--- src/rtl/magnetron_pkg.sv ---
// Shared types, constants and load-clamp helpers for the magnetron sequencer.
package magnetron_pkg;

  typedef enum logic [2:0] {
    StIdle  = 3'd0,
    StReady = 3'd1,
    StCook  = 3'd2,
    StPause = 3'd3,
    StDone  = 3'd4
  } state_e;

  localparam int unsigned PowerMaxDef   = 10;
  localparam logic [3:0]  BcdDigitMax   = 4'd9;
  localparam logic [3:0]  BcdSecTensMax = 4'd5;
  localparam logic [15:0] MmssZero      = 16'h0000;

  // Force every digit into a legal BCD MM:SS value.
  function automatic logic [15:0] clamp_mmss(input logic [15:0] t);
    logic [15:0] r;
    r[15:12] = (t[15:12] > BcdDigitMax)   ? BcdDigitMax   : t[15:12];
    r[11:8]  = (t[11:8]  > BcdDigitMax)   ? BcdDigitMax   : t[11:8];
    r[7:4]   = (t[7:4]   > BcdSecTensMax) ? BcdSecTensMax : t[7:4];
    r[3:0]   = (t[3:0]   > BcdDigitMax)   ? BcdDigitMax   : t[3:0];
    return r;
  endfunction

  // Power 0 means "lowest", anything above the window length saturates.
  function automatic logic [3:0] clamp_power(input logic [3:0] p, input logic [3:0] pmax);
    logic [3:0] r;
    if (p == 4'd0) begin
      r = 4'd1;
    end else if (p > pmax) begin
      r = pmax;
    end else begin
      r = p;
    end
    return r;
  endfunction

endpackage

--- src/rtl/bcd_mmss_dec.sv ---
// Combinational BCD MM:SS decrement by one second, saturating at 00:00.
module bcd_mmss_dec
  import magnetron_pkg::*;
(
  input  logic [15:0] value_i,
  output logic [15:0] value_o,
  output logic        is_zero_o
);

  // Borrow ripples S ones -> S tens -> M ones -> M tens.
  always_comb begin
    value_o = value_i;
    if (value_i == MmssZero) begin
      value_o = MmssZero;
    end else if (value_i[3:0] != 4'd0) begin
      value_o[3:0] = value_i[3:0] - 4'd1;
    end else begin
      value_o[3:0] = BcdDigitMax;
      if (value_i[7:4] != 4'd0) begin
        value_o[7:4] = value_i[7:4] - 4'd1;
      end else begin
        value_o[7:4] = BcdSecTensMax;
        if (value_i[11:8] != 4'd0) begin
          value_o[11:8] = value_i[11:8] - 4'd1;
        end else begin
          value_o[11:8]  = BcdDigitMax;
          value_o[15:12] = value_i[15:12] - 4'd1;
        end
      end
    end
  end

  assign is_zero_o = (value_o == MmssZero);

endmodule

--- src/rtl/magnetron_sequencer.sv ---
// Cooking-cycle sequencer: BCD countdown, power duty-cycling and door interlock.
module magnetron_sequencer
  import magnetron_pkg::*;
#(
  parameter int unsigned BEEP_TICKS = 3,
  parameter int unsigned POWER_MAX  = PowerMaxDef
) (
  input  logic        clk,
  input  logic        resetn,
  input  logic        tick,
  input  logic        startn,
  input  logic        stopn,
  input  logic        clearn,
  input  logic        door_closed,
  input  logic        load,
  input  logic [15:0] time_in,
  input  logic [3:0]  power_in,
  output logic        mag_on,
  output logic [15:0] time_left,
  output logic [2:0]  state,
  output logic        done_beep
);

  localparam logic [3:0] PowerMaxL  = 4'(POWER_MAX);
  localparam logic [3:0] BeepTicksL = 4'(BEEP_TICKS);

  state_e      state_q, state_d;
  logic [15:0] time_q, time_d;
  logic [3:0]  power_q, power_d;
  logic [3:0]  phase_q, phase_d;
  logic [3:0]  beep_q, beep_d;
  logic        start_prev_q, stop_prev_q, clear_prev_q;

  logic        start_ev, stop_ev, clear_ev;
  logic [15:0] load_time, dec_time;
  logic [3:0]  load_power;
  logic        dec_zero;

  // Falling edges against the registered previous level; a held button fires once.
  assign start_ev = start_prev_q & ~startn;
  assign stop_ev  = stop_prev_q & ~stopn;
  assign clear_ev = clear_prev_q & ~clearn;

  assign load_time  = clamp_mmss(time_in);
  assign load_power = clamp_power(power_in, PowerMaxL);

  bcd_mmss_dec u_dec (
    .value_i   (time_q),
    .value_o   (dec_time),
    .is_zero_o (dec_zero)
  );

  // State and datapath registers; buttons reset to released.
  always_ff @(posedge clk or negedge resetn) begin
    if (!resetn) begin
      state_q      <= StIdle;
      time_q       <= MmssZero;
      power_q      <= PowerMaxL;
      phase_q      <= 4'd0;
      beep_q       <= 4'd0;
      start_prev_q <= 1'b1;
      stop_prev_q  <= 1'b1;
      clear_prev_q <= 1'b1;
    end else begin
      state_q      <= state_d;
      time_q       <= time_d;
      power_q      <= power_d;
      phase_q      <= phase_d;
      beep_q       <= beep_d;
      start_prev_q <= startn;
      stop_prev_q  <= stopn;
      clear_prev_q <= clearn;
    end
  end

  // Next-state logic; priority clear > stop > door open > start > tick, load lowest.
  always_comb begin
    state_d = state_q;
    time_d  = time_q;
    power_d = power_q;
    phase_d = phase_q;
    beep_d  = beep_q;
    unique case (state_q)
      StIdle: begin
        if (load) begin
          time_d  = load_time;
          power_d = load_power;
          if (load_time != MmssZero) state_d = StReady;
        end
      end
      StReady: begin
        if (clear_ev || stop_ev) begin
          state_d = StIdle;
          time_d  = MmssZero;
        end else if (start_ev && door_closed) begin
          state_d = StCook;
          phase_d = 4'd0;
        end else if (load) begin
          time_d  = load_time;
          power_d = load_power;
          if (load_time == MmssZero) state_d = StIdle;
        end
      end
      StCook: begin
        if (clear_ev) begin
          state_d = StIdle;
          time_d  = MmssZero;
        end else if (stop_ev || !door_closed) begin
          state_d = StPause;
        end else if (tick) begin
          time_d  = dec_time;
          phase_d = (phase_q == PowerMaxL - 4'd1) ? 4'd0 : phase_q + 4'd1;
          if (dec_zero) begin
            state_d = StDone;
            beep_d  = 4'd0;
          end
        end
      end
      StPause: begin
        if (clear_ev || stop_ev) begin
          state_d = StIdle;
          time_d  = MmssZero;
        end else if (start_ev && door_closed) begin
          state_d = StCook;
        end
      end
      StDone: begin
        if (tick && (beep_q < BeepTicksL)) beep_d = beep_q + 4'd1;
        if (clear_ev || stop_ev || start_ev) begin
          state_d = StIdle;
          time_d  = MmssZero;
        end else if (load) begin
          time_d  = load_time;
          power_d = load_power;
          state_d = (load_time != MmssZero) ? StReady : StIdle;
        end
      end
      default: state_d = StIdle;
    endcase
  end

  // Door term is deliberately combinational so the interlock cuts power without a clock.
  assign mag_on    = (state_q == StCook) & (phase_q < power_q) & door_closed;
  assign done_beep = (state_q == StDone) & (beep_q < BeepTicksL);
  assign time_left = time_q;
  assign state     = state_q;

endmodule

--- config.mk ---
export PLATFORM = sky130hd
export DESIGN_NAME = magnetron_sequencer
export DESIGN_NICKNAME = d
export VERILOG_FILES = /design/src/rtl/magnetron_pkg.sv /design/src/rtl/bcd_mmss_dec.sv /design/src/rtl/magnetron_sequencer.sv
export SDC_FILE = /design/constraint.sdc
export NUM_CORES = 1
export LEC_CHECK = 0
export ABC_AREA = 0
export CORE_ASPECT_RATIO = 0.6
export CORE_UTILIZATION = 49
export CTS_BUF_LIST = sky130_fd_sc_hd__clkbuf_4
export CTS_CLUSTER_SIZE = 20
export DETAILED_ROUTE_END_ITERATION = 10
export PLACE_DENSITY = 0.81
export SYNTH_ARGS = -nofsm -noshare
export SYNTH_HDL_FRONTEND = slang
export SYNTH_SLANG_ARGS = --single-unit
--- constraint.sdc ---
create_clock -name clk -period 2.5 [get_ports clk]
set_input_delay 0.25 -clock clk [delete_from_list [all_inputs] [get_ports clk]]
set_output_delay 0.25 -clock clk [all_outputs]
set_load 0.1 [all_outputs]
==> qor.csv <==
stage;metric;value;unit
outcome;status;completed;
setup_path;reg2reg_depth;10;
yosys;netlist_instances;331;
final_layout;num-nets-final;459;
drt;initialDrtViolationCount;365;
setup_path;endpoint;beep_q[0];
drt;dr.pass1.iters;5;
placement;dp.cells;468;
yosys;synthTopCellsByArea;dfrtp_1 (28%), nand2_1 (7.2%), o21ai_0 (6.4%), ha_1 (5.8%), a21oi_1 (5.5%);
pwr;swShare;0.556;
setup_path;critPathMaxStageDelay;0.51;ns
setup_path;worst-setup-path-type;reg -> reg;
setup_path;crit_path_start_kind;register;
floorplan;dieHeight;58.1;um
setup_path;arrival;2.72;ns
floorplan;initial_utilization;0.535;
final_layout;area_delta_synth_final;39.9;%
timing;max_freq;403;MHz
final_layout;seq_area;886;um2
timing;slew_headroom;0.693;
setup_path;crit_buf_inv;2;
final_layout;drive_gt1_frac;0.302;
grt;grt_pass1_vias;2695;
pwr;netSwitchingPower;2.94;mW
grt;antenna_found_initial;0;
grt;gr-total-overflow;0;
setup_path;crit_required;2.74;ns
placement;io_buffers;48;
timing;timing.final.crit_share;0.992;
yosys;postSynthAreaPerCell;7.76;um2
drt;drcViolationCount;0;
clocking;insertion_delay;0.34;ns
yosys;yosysMostFrequentCell;nand2_1;
floorplan;pin_count;49;
placement;placed_cell_area;3410;um2
yosys;synth.yosys.seq_area_share;0.333;
setup_path;reg2reg_slack;0.02;ns
timing;skew;0.00790;ns
min_path;min_path_type;in -> async;
yosys;synth_largest_area_cell;dfrtp_1;
final_layout;multi_input_area;1690;um2
final_layout;nFillCells;374;
final_layout;n_antenna_cell;0;
final_layout;finalNonFillerCells;483;
clocking;clk_pin_slew;0.11;ns
floorplan;core_area;4800;um2
clocking;clkSinkCount;34;
setup_path;worstSetupEndpointType;register;
grt;grt_pass1_wl;13300;um
drt;viasPerCell;6.16;
placement;dp_hpwl;6370;um
pwr;peakVddDrop;1160;uV
setup_path;crit_path_top_delay_cell;dfrtp_4;
yosys;synth_flop_cell;dfrtp_1;
pwr;powerDensity;1470;nW/um2
clocking;cts_buffer_depth;2;
clocking;cts_buffers;5;
floorplan;fp.dieW;95.5;um
floorplan;num_rows;19;
yosys;async_flop_share;1.00;
setup_path;rr_startpoint;time_left[1];
timing;setup_viol;0;
yosys;yosysUniqueCellTypes;54;
yosys;synth-seq-cells;34;
final_layout;final_area;3590;um2
floorplan;dieArea;5550;um2
drt;routed_wl;8770;um
clocking;root_buffer;clkbuf_4;
yosys;synth_top_area_share;0.282;
drt;vias;2975;
setup_path;crit_family;simple AND/OR/NAND/NOR gates;
setup_path;r2r-end;beep_q[0];
timing;hold_viol;0;
clocking;cts_tree;yes;
setup_path;cp_max_fo;4;
pwr;pwr-share-seq;0.199;
yosys;yosysWarnings;0;
pwr;clockPowerShare;0.059;
drt;ant_nets;0;
pwr;p_comb_frac;0.743;
grt;track_usage;0.318;
pwr;p_int;2.35;mW
yosys;ys_top_cells_by_count;nand2_1 (49), nor2_1 (33), o21ai_0 (33);
timing;worstMarginPinSlew;0.449;ns
setup_path;cp_num_cells;10;
job;timing.max_cap.violations;0;
yosys;synth_edf_count;0;
grt;grt_max_degree;35;
setup_path;crit_path_start;time_left[1];
timing;rsz0062_at_grt;yes;
clocking;cts_htree_levels;2;
setup_path;crit_chain;inv_4, ha_4, nor3b_4, buf_6, nand4_1, mux2i_2, nand3_2, nor4b_4, a21oi_2, mux2_4;
timing;fin_crit;2.48;ns
placement;place.gp.congestion;0.959;
pwr;p_leak;1.50;nW
clocking;postCtsHoldBufs;0;
final_layout;fin_util;0.749;
yosys;netlist_area;2570;um2
yosys;syn_nets;371;
timing;slew_violations;0;
drt;avgRoutedWirePerCell;18.1;um
## registers in the layout, summed over array words and instances (netlist names)
signal and count:
stop_prev_q 1, time_left 16, start_prev_q 1, state 3, power_q 4, clear_prev_q 1, phase_q 4, beep_q 4
## area by class of cell
type / instances / area share
Multi-Input combinational cell: 264 / 0.470
Clock buffer: 6 / 0.0125
Sequential cell: 34 / 0.246
Timing Repair Buffer: 94 / 0.223
Inverter: 20 / 0.0240
Clock inverter: 2 / 0.00244
Tap cell: 63 / 0.0219
## metrics by stage
step / TNS, ns / hold WS [ns] / power [mW] / setup slack (ns)
2_1_floorplan: -0.0341 / -0.0456 / 3.46 / -0.0341
3_3_place_gp: 0 / 0.466 / 4.51 / 0.0584
3_5_place_dp: -0.122 / 0.469 / 4.62 / -0.0476
4_1_cts: 0 / 0.313 / 4.99 / 0.00136
5_1_grt: -0.213 / 0.315 / 5.60 / -0.0539
6_report: 0 / 0.303 / 5.29 / 0.0207
## kinds of logic (layout without fill, tap and decap cells)
group / count (synthesis) / in the layout / share of synthesized area
xor+xnor: 1 / 1 / 0.00341
buf+inv: 33 / 122 / 0.0521
simple gates: 142 / 142 / 0.285
fa+ha+maj: 12 / 12 / 0.0584
mux: 4 / 4 / 0.0180
flops: 34 / 34 / 0.333
compound gates: 105 / 105 / 0.250
## cells in the final DEF, fill, tap and decap left out, drive strengths merged, types with 4 or more instances in the layout
cell and count:
nand4 4, o211ai 4, inv 19, nand2 49, buf 67, o21ai 34
nor2 34, a21oi 28, nor3 10, clkbuf 6, nand2b 5, nor3b 8
a31oi 7, clkdlybuf4s50 27, nor2b 6, dfstp 5, nand3 8, dfrtp 29
o31ai 5, ha 12, and2 5
## power by group through the flow
stage	registers, mW	clock network, mW	logic, mW
after detailed placement	1.03	0	3.58
after CTS	1.03	0.312	3.65
after floorplan	1.81	0	1.64
after global placement	1.02	0	3.49
final	1.05	0.310	3.93
after global routing	1.08	0.339	4.18
## how the worst min path moves through the flow
| stage | from | to | slack, ns | cells after the start |
|---|---|---|---|---|
| 2_1_floorplan | resetn | beep_q[0] | -0.05 | 0 |
| 3_3_place_gp | beep_q[3] | beep_q[3] | 0.47 | 1 |
| 3_5_place_dp | beep_q[2] | beep_q[2] | 0.47 | 1 |
| 4_1_cts | resetn | power_q[2] | 0.31 | 2 |
| 5_1_grt | clearn | clear_prev_q | 0.32 | 1 |
| 6_report | resetn | time_left[8] | 0.30 | 2 |
## metal layers
layer  wire (um)  vias up  GRT usage  part of all wire
met5           0        -          0                 0
met4         147        0     0.0832             0.017
met3        1010       26     0.0787              0.12
met2        3690      218      0.436              0.42
met1        3920     1366      0.492              0.45
li1            -     1365          -                 -
## what timing repair did
item / in CTS / in global routing
resized for setup: 2 / 16
pin swaps: 2 / 7
endpoints found under the setup margin: 2 / 9
buffers inserted: 2 / 5
No activity file was read; power rests on OpenSTA's default activity.
